<file path="config.mk">
export PLATFORM = sky130hd
export DESIGN_NAME = dmem_arbiter_flat
export DESIGN_NICKNAME = d
export VERILOG_FILES = /design/src/rtl/dmem_arbiter_if.sv /design/src/rtl/dmem_arbiter.sv /design/src/flat_wrapper.sv
export SDC_FILE = /design/constraint.sdc
export NUM_CORES = 1
export LEC_CHECK = 0
export CORE_ASPECT_RATIO = 1.1
export CORE_UTILIZATION = 41
export CTS_CLUSTER_DIAMETER = 200
export DETAILED_ROUTE_END_ITERATION = 8
export PLACE_DENSITY = 0.91
export SLEW_MARGIN = 20
export SYNTH_ARGS = -nofsm -noshare
export SYNTH_HDL_FRONTEND = slang
export SYNTH_SLANG_ARGS = --single-unit
</file>
<file path="constraint.sdc">
create_clock -name _CLK -period 3.3 [get_ports _CLK]
set_input_delay 0.495 -clock _CLK [delete_from_list [all_inputs] [get_ports _CLK]]
set_output_delay 0.495 -clock _CLK [all_outputs]
set_load 0.05 [all_outputs]
</file>
<file path="src/rtl/dmem_arbiter_if.sv">
// rtl/dmem_arbiter_if.sv - requester and data-memory signals of the two-port data memory arbiter
interface dmem_arbiter_if #(
  parameter int DATA_WIDTH = 8
);
  logic                  _req0;
  logic                  _write0;
  logic                  _lock0;
  logic [DATA_WIDTH-1:0] _address0;
  logic [DATA_WIDTH-1:0] _valueIn0;
  logic                  grant0;
  logic                  readValid0;
  logic [DATA_WIDTH-1:0] readValue0;

  logic                  _req1;
  logic                  _write1;
  logic                  _lock1;
  logic [DATA_WIDTH-1:0] _address1;
  logic [DATA_WIDTH-1:0] _valueIn1;
  logic                  grant1;
  logic                  readValid1;
  logic [DATA_WIDTH-1:0] readValue1;

  logic                  memRead;
  logic                  memWrite;
  logic [DATA_WIDTH-1:0] memAddress;
  logic [DATA_WIDTH-1:0] memValueIn;
  logic [DATA_WIDTH-1:0] _memValueOut;

  modport slave (
    input  _req0, _write0, _lock0, _address0, _valueIn0,
    input  _req1, _write1, _lock1, _address1, _valueIn1,
    input  _memValueOut,
    output grant0, readValid0, readValue0,
    output grant1, readValid1, readValue1,
    output memRead, memWrite, memAddress, memValueIn
  );

  modport master (
    output _req0, _write0, _lock0, _address0, _valueIn0,
    output _req1, _write1, _lock1, _address1, _valueIn1,
    output _memValueOut,
    input  grant0, readValid0, readValue0,
    input  grant1, readValid1, readValue1,
    input  memRead, memWrite, memAddress, memValueIn
  );
endinterface

</file>
<file path="src/rtl/dmem_arbiter.sv">
// rtl/dmem_arbiter.sv - round-robin data memory arbiter with capped locked bursts
module dmem_arbiter #(
  parameter int DATA_WIDTH = 8,
  parameter int MAX_BURST  = 4
) (
  input  logic           _CLK,
  input  logic           _RESET,
  dmem_arbiter_if.slave  bus
);

  typedef enum logic [1:0] {IDLE, OWN0, OWN1} state_t;

  localparam logic [3:0] BURST_CAP = 4'(MAX_BURST);

  state_t                state;
  state_t                next_state;
  logic [3:0]            burst_count;
  logic [3:0]            next_count;
  logic                  last_grant;
  logic                  idle_g0;
  logic                  idle_g1;
  logic                  use_idle;
  logic                  arb_g0;
  logic                  arb_g1;
  logic                  g0;
  logic                  g1;
  logic                  rv0_q;
  logic                  rv1_q;
  logic [DATA_WIDTH-1:0] rvalue0_q;
  logic [DATA_WIDTH-1:0] rvalue1_q;

  // Plain round-robin pick: a lone requester wins, a tie goes to the port that did not win last
  always_comb begin
    idle_g0 = bus._req0 && (!bus._req1 || last_grant);
    idle_g1 = bus._req1 && (!bus._req0 || !last_grant);
  end

  // Next-state and grant decision; a locked owner keeps the memory until the cap lets the other port in
  always_comb begin
    arb_g0     = 1'b0;
    arb_g1     = 1'b0;
    next_state = IDLE;
    next_count = 4'd0;
    use_idle   = 1'b1;
    case (state)
      OWN0: begin
        if (bus._req0 && bus._lock0) begin
          use_idle = 1'b0;
          if ((burst_count < BURST_CAP) || !bus._req1) begin
            arb_g0     = 1'b1;
            next_state = OWN0;
            next_count = (burst_count == 4'hF) ? burst_count : burst_count + 4'd1;
          end else begin
            arb_g1     = 1'b1;
            next_state = bus._lock1 ? OWN1 : IDLE;
            next_count = bus._lock1 ? 4'd1 : 4'd0;
          end
        end
      end
      OWN1: begin
        if (bus._req1 && bus._lock1) begin
          use_idle = 1'b0;
          if ((burst_count < BURST_CAP) || !bus._req0) begin
            arb_g1     = 1'b1;
            next_state = OWN1;
            next_count = (burst_count == 4'hF) ? burst_count : burst_count + 4'd1;
          end else begin
            arb_g0     = 1'b1;
            next_state = bus._lock0 ? OWN0 : IDLE;
            next_count = bus._lock0 ? 4'd1 : 4'd0;
          end
        end
      end
      default: ;
    endcase
    if (use_idle) begin
      arb_g0 = idle_g0;
      arb_g1 = idle_g1;
      if (idle_g0 && bus._lock0) begin
        next_state = OWN0;
        next_count = 4'd1;
      end else if (idle_g1 && bus._lock1) begin
        next_state = OWN1;
        next_count = 4'd1;
      end
    end
  end

  // Grants are suppressed while reset is held so nothing reaches the memory
  always_comb begin
    g0 = arb_g0 && !_RESET;
    g1 = arb_g1 && !_RESET;
  end

  // Route the winner onto the memory lines; an idle bus is driven to zero
  always_comb begin
    bus.memRead    = 1'b0;
    bus.memWrite   = 1'b0;
    bus.memAddress = '0;
    bus.memValueIn = '0;
    if (g0) begin
      bus.memRead    = !bus._write0;
      bus.memWrite   = bus._write0;
      bus.memAddress = bus._address0;
      bus.memValueIn = bus._valueIn0;
    end else if (g1) begin
      bus.memRead    = !bus._write1;
      bus.memWrite   = bus._write1;
      bus.memAddress = bus._address1;
      bus.memValueIn = bus._valueIn1;
    end
  end

  // Arbitration state: ownership, burst length and the round-robin pointer
  always_ff @(posedge _CLK) begin
    if (_RESET) begin
      state       <= IDLE;
      burst_count <= 4'd0;
      last_grant  <= 1'b1;
    end else begin
      state       <= next_state;
      burst_count <= next_count;
      if (g0) begin
        last_grant <= 1'b0;
      end else if (g1) begin
        last_grant <= 1'b1;
      end
    end
  end

  // Capture read data at the end of the grant cycle and pulse the matching valid for one cycle
  always_ff @(posedge _CLK) begin
    if (_RESET) begin
      rv0_q     <= 1'b0;
      rv1_q     <= 1'b0;
      rvalue0_q <= '0;
      rvalue1_q <= '0;
    end else begin
      rv0_q <= g0 && !bus._write0;
      rv1_q <= g1 && !bus._write1;
      if (g0 && !bus._write0) begin
        rvalue0_q <= bus._memValueOut;
      end
      if (g1 && !bus._write1) begin
        rvalue1_q <= bus._memValueOut;
      end
    end
  end

  // A reset arriving while a response is in flight drops that response immediately
  always_comb begin
    bus.grant0     = g0;
    bus.grant1     = g1;
    bus.readValid0 = rv0_q && !_RESET;
    bus.readValid1 = rv1_q && !_RESET;
    bus.readValue0 = rvalue0_q;
    bus.readValue1 = rvalue1_q;
  end

endmodule

</file>
<file path="src/flat_wrapper.sv">
// flat-port wrapper written by rule: the top's interface ports become plain ports
module dmem_arbiter_flat 
#(
  parameter int DATA_WIDTH = 8,
  parameter int MAX_BURST  = 4
)
  (_CLK, _RESET, bus__req0, bus__write0, bus__lock0, bus__address0, bus__valueIn0, bus__req1, bus__write1, bus__lock1, bus__address1, bus__valueIn1, bus__memValueOut, bus_grant0, bus_readValid0, bus_readValue0, bus_grant1, bus_readValid1, bus_readValue1, bus_memRead, bus_memWrite, bus_memAddress, bus_memValueIn);
  dmem_arbiter_if #(.DATA_WIDTH(DATA_WIDTH)) bus_i ();
  input  logic _CLK;
  input  logic _RESET;
  input wire logic [$bits(bus_i._req0)-1:0] bus__req0;
  input wire logic [$bits(bus_i._write0)-1:0] bus__write0;
  input wire logic [$bits(bus_i._lock0)-1:0] bus__lock0;
  input wire logic [$bits(bus_i._address0)-1:0] bus__address0;
  input wire logic [$bits(bus_i._valueIn0)-1:0] bus__valueIn0;
  input wire logic [$bits(bus_i._req1)-1:0] bus__req1;
  input wire logic [$bits(bus_i._write1)-1:0] bus__write1;
  input wire logic [$bits(bus_i._lock1)-1:0] bus__lock1;
  input wire logic [$bits(bus_i._address1)-1:0] bus__address1;
  input wire logic [$bits(bus_i._valueIn1)-1:0] bus__valueIn1;
  input wire logic [$bits(bus_i._memValueOut)-1:0] bus__memValueOut;
  output wire logic [$bits(bus_i.grant0)-1:0] bus_grant0;
  output wire logic [$bits(bus_i.readValid0)-1:0] bus_readValid0;
  output wire logic [$bits(bus_i.readValue0)-1:0] bus_readValue0;
  output wire logic [$bits(bus_i.grant1)-1:0] bus_grant1;
  output wire logic [$bits(bus_i.readValid1)-1:0] bus_readValid1;
  output wire logic [$bits(bus_i.readValue1)-1:0] bus_readValue1;
  output wire logic [$bits(bus_i.memRead)-1:0] bus_memRead;
  output wire logic [$bits(bus_i.memWrite)-1:0] bus_memWrite;
  output wire logic [$bits(bus_i.memAddress)-1:0] bus_memAddress;
  output wire logic [$bits(bus_i.memValueIn)-1:0] bus_memValueIn;
  assign bus_i._req0 = bus__req0;
  assign bus_i._write0 = bus__write0;
  assign bus_i._lock0 = bus__lock0;
  assign bus_i._address0 = bus__address0;
  assign bus_i._valueIn0 = bus__valueIn0;
  assign bus_i._req1 = bus__req1;
  assign bus_i._write1 = bus__write1;
  assign bus_i._lock1 = bus__lock1;
  assign bus_i._address1 = bus__address1;
  assign bus_i._valueIn1 = bus__valueIn1;
  assign bus_i._memValueOut = bus__memValueOut;
  assign bus_grant0 = bus_i.grant0;
  assign bus_readValid0 = bus_i.readValid0;
  assign bus_readValue0 = bus_i.readValue0;
  assign bus_grant1 = bus_i.grant1;
  assign bus_readValid1 = bus_i.readValid1;
  assign bus_readValue1 = bus_i.readValue1;
  assign bus_memRead = bus_i.memRead;
  assign bus_memWrite = bus_i.memWrite;
  assign bus_memAddress = bus_i.memAddress;
  assign bus_memValueIn = bus_i.memValueIn;
  dmem_arbiter #(.DATA_WIDTH(DATA_WIDTH), .MAX_BURST(MAX_BURST)) u_core (._CLK(_CLK), ._RESET(_RESET), .bus(bus_i));
endmodule
</file>
==> impl_results.md <==
* CP required at 2.80 ns
* Area after DPL at 0.002529 mm²
* Fraction of registers with async set/reset at 0%
* Syn-to-layout area delta at 72.72%
* Synth Area in Simple Gates at 20.10%
* Int Pwr at 567.4 µW
* CTS Buffer Depth at 2
* Clock network power share at 15.6%
* Largest family of logic cells by synthesized area: compound AO/OA/AOI/OAI gates
* Slew headroom at 64.86%
* Avg Cell Area, Syn at 7.965 µm²
* Setup-failing EPs final at 0
* EDFF count, synth at 0
* Synth Area in XOR/XNOR at 0.5912%
* Initial antenna violation count at 0
* Prevailing post-synth register cell: dfxtp_1
* Final period util at 92.50%
* Hold buffer count at cts at 0
* Post-DP HPWL at 3317 µm
* Clk_lat worst skew at 0.33 ns
* Endpoint class of the critical path: primary output
* Gpl congestion at 0.8565
* Fill count at 237
* Vias per std cell at 5.035
* Type of the worst min-delay path: flop to flop
* Min Tclk post-route at 3.052 ns
* Final instance area at 0.002559 mm²
* Hold path depth at 2
* Maximum vdd drop at 0.0003202 V
* CTS tree: done
* DRC at 0
* R2R setup slack at 1.33 ns
* Pleak at 1.128 nW
* Fmax at 327.6 MHz
* Commonest cells after routing, fill and taps aside: 65 x clkdlybuf4s50_1, 25 x dfxtp_1, 23 x inv_1, 23 x nand3_1, 22 x nor2_1
* Outcome: completed
* Die width at 59.31 µm
* CTS Buf Count at 3
* Setup TNS at 0 ns
* Multiplexer area fraction after synthesis at 12.16%
* DIE AREA at 0.003858 mm²
* Sw Pwr at 350.9 µW
* First-pass GRT wire length at 6851 µm
* RSZ-0062 raised after global routing: false
* Root Buffer: clkbuf_4
* Initial Utilization at 43.75%
* Number of synthesized register bits at 25
* Resize count post-CTS at 0
* # H-tree levels at 1
* Area of the mapped netlist at 0.001481 mm²
* Rows at 22
* Most common cell after layout, fill and taps aside: clkdlybuf4s50_1
* Power Density at 358.9 mW/mm²
* Final Slew Violations at 0
* Sequential power share at 35.6%
* CP startpoint: bus__req1
* CP arrival at 2.56 ns
* GRT Total Usage at 23.01%
* Core area at 0.003386 mm²
* Post-synth top area share at 33.78%
* Vias in the first global route at 1,625
* Crit Path Max Fanout at 18
* Crit path capture: bus_memValueIn[3]
* Post-DRT Antenna Nets at 0
* Hold_ws at 0.5157 ns
* Drt wl/cell at 13.15 µm
* Diode count at 0
* Startpoint types: input pin
* Worst-case clock skew at 0.01421 ns
* CP Class: input pin to primary output
* Drt initial violations at 55
* I/O pin cnt at 86
* Layout cell share with drive strength beyond 1 at 14.07%
* Hold Vio Cnt, Final at 0
* Largest net degree at the start of global routing at 37
* Share of the yosys chip area belonging to registers at 33.78%
* Clk sinks at 25
* Grt total ovfl at 0
* Number of port buffers at 85
* Syn nets at 237
* MaxCap Viol Count at 0
* Routed via count at 1,601
* Syn Inst Count at 186
* Routed WL at 4183 µm
* Clock slew at reported path FFs at 0.13 ns
* Router iterations before antenna repair at 4
* Top cells by area, synth: dfxtp_1 34%, mux2i_1 12%, nand3_1 7.8%, o21ai_0 6.1%, inv_1 5.8%
* Layout net count at 322
* R2R Path Start: u_core.state[0]
* Sw Share at 38.21%
* Gate power share at 48.8%
* Register-to-Register Path Depth at 7
* Post-synth top area cell: dfxtp_1
* Adder-Cell Fraction of Synth Area at 2.534%
* Yosys warnings at 0
* Worst Max-Slew Pin Slew at 0.5254 ns
* Synth Area in Compound Gates at 20.35%
* Distinct cells, synth at 37
* Die Ht at 65.05 µm
* Worst reg2reg path endpoint: u_core.bus.readValue1[4]
* Post-CTS Setup Bufs at 0
[power groups by stage]
stage	Combinational (mW)	Sequential [mW]	Clock [mW]
2_1_floorplan	0.205	0.369	0
3_3_place_gp	0.442	0.333	0
3_5_place_dp	0.448	0.334	0
4_1_cts	0.450	0.327	0.144
5_1_grt	0.471	0.329	0.159
6_report	0.448	0.327	0.143
[cell type report]
cell class	count	area (µm²)	share of cell area [%]
clock buffer	3	22.52	0.8802
tap	48	60.06	2.347
timing repair buffer	89	1056	41.27
sequential	25	500.5	19.56
inverter	23	86.33	3.374
clock inverter	1	7.507	0.2934
multi-input combinational	129	825.8	32.27
[cells by family after synthesis]
family | Yosys count
simple gates | 64
compound gates | 43
buf+inv | 32
flops | 25
mux | 18
fa+ha+maj | 3
xor+xnor | 1
[layer usage]
| layer | GRT usage, % | up-vias | routed length (µm) |
|---|---|---|---|
| met1 | 24.60 | 716 | 1713 |
| met4 | 9.524 | 0 | 104 |
| met5 | 0 | - | 0 |
| li1 | - | 805 | - |
| met2 | 41.01 | 68 | 2015 |
| met3 | 6.786 | 12 | 350 |
[worst max-delay path: stages]
cell,delay (ns)
clkdlybuf4s50_1,0.59
a21boi_0,0.31
a31oi_1,0.15
a211oi_4,0.24
buf_4,0.26
nand3_1,0.11
o21ai_0,0.20
buf_12,0.20
[how the worst min path moves through the flow]
| stage | from | slack [ns] | to |
|---|---|---|---|
| 2_1_floorplan | u_core.last_grant | 0.50 | u_core.last_grant |
| 3_3_place_gp | u_core.bus.readValue0[0] | 0.47 | u_core.bus.readValue0[0] |
| 3_5_place_dp | u_core.bus.readValue0[4] | 0.49 | u_core.bus.readValue0[4] |
| 4_1_cts | u_core.bus.readValue1[6] | 0.52 | u_core.bus.readValue1[6] |
| 5_1_grt | u_core.bus.readValue1[2] | 0.55 | u_core.bus.readValue1[2] |
| 6_report | u_core.bus.readValue1[6] | 0.52 | u_core.bus.readValue1[6] |
[cell usage after synthesis (2+ instances only)]
library cell and n:
mux2i_1 18, ha_1 3, dfxtp_1 25, a31oi_1 3
nor2_1 22, nand2_1 7, a21bo_2 2, nor2b_1 2
o21ai_0 18, nand3_1 23, buf_6 4, a21o_1 3
nand4_1 2, a21oi_1 4, clkbuf_1 3, nand2b_1 2
nor3_1 3, inv_1 23
[registers in the layout, summed over array words and instances (netlist names)]
register and count:
u_core.rv0_q 1, u_core.bus.readValue1 8, u_core.burst_count 4, u_core.last_grant 1
u_core.bus.readValue0 8, u_core.state 2, u_core.rv1_q 1
[per-stage QoR]
step | total power, mW | util [%] | instances | setup slack (ns)
after floorplan | 0.5740 | - | 186 | 0.3440
after CTS | 0.9207 | 75.57 | 318 | 0.2856
after detailed placement | 0.7814 | 74.69 | 314 | 0.3006
after global routing | 0.9597 | 75.57 | 318 | 0.08945
final | 0.9183 | 75.57 | 318 | 0.2476
after global placement | 0.7744 | 74.69 | 314 | 0.3858
No activity file was read; power rests on OpenSTA's default activity.
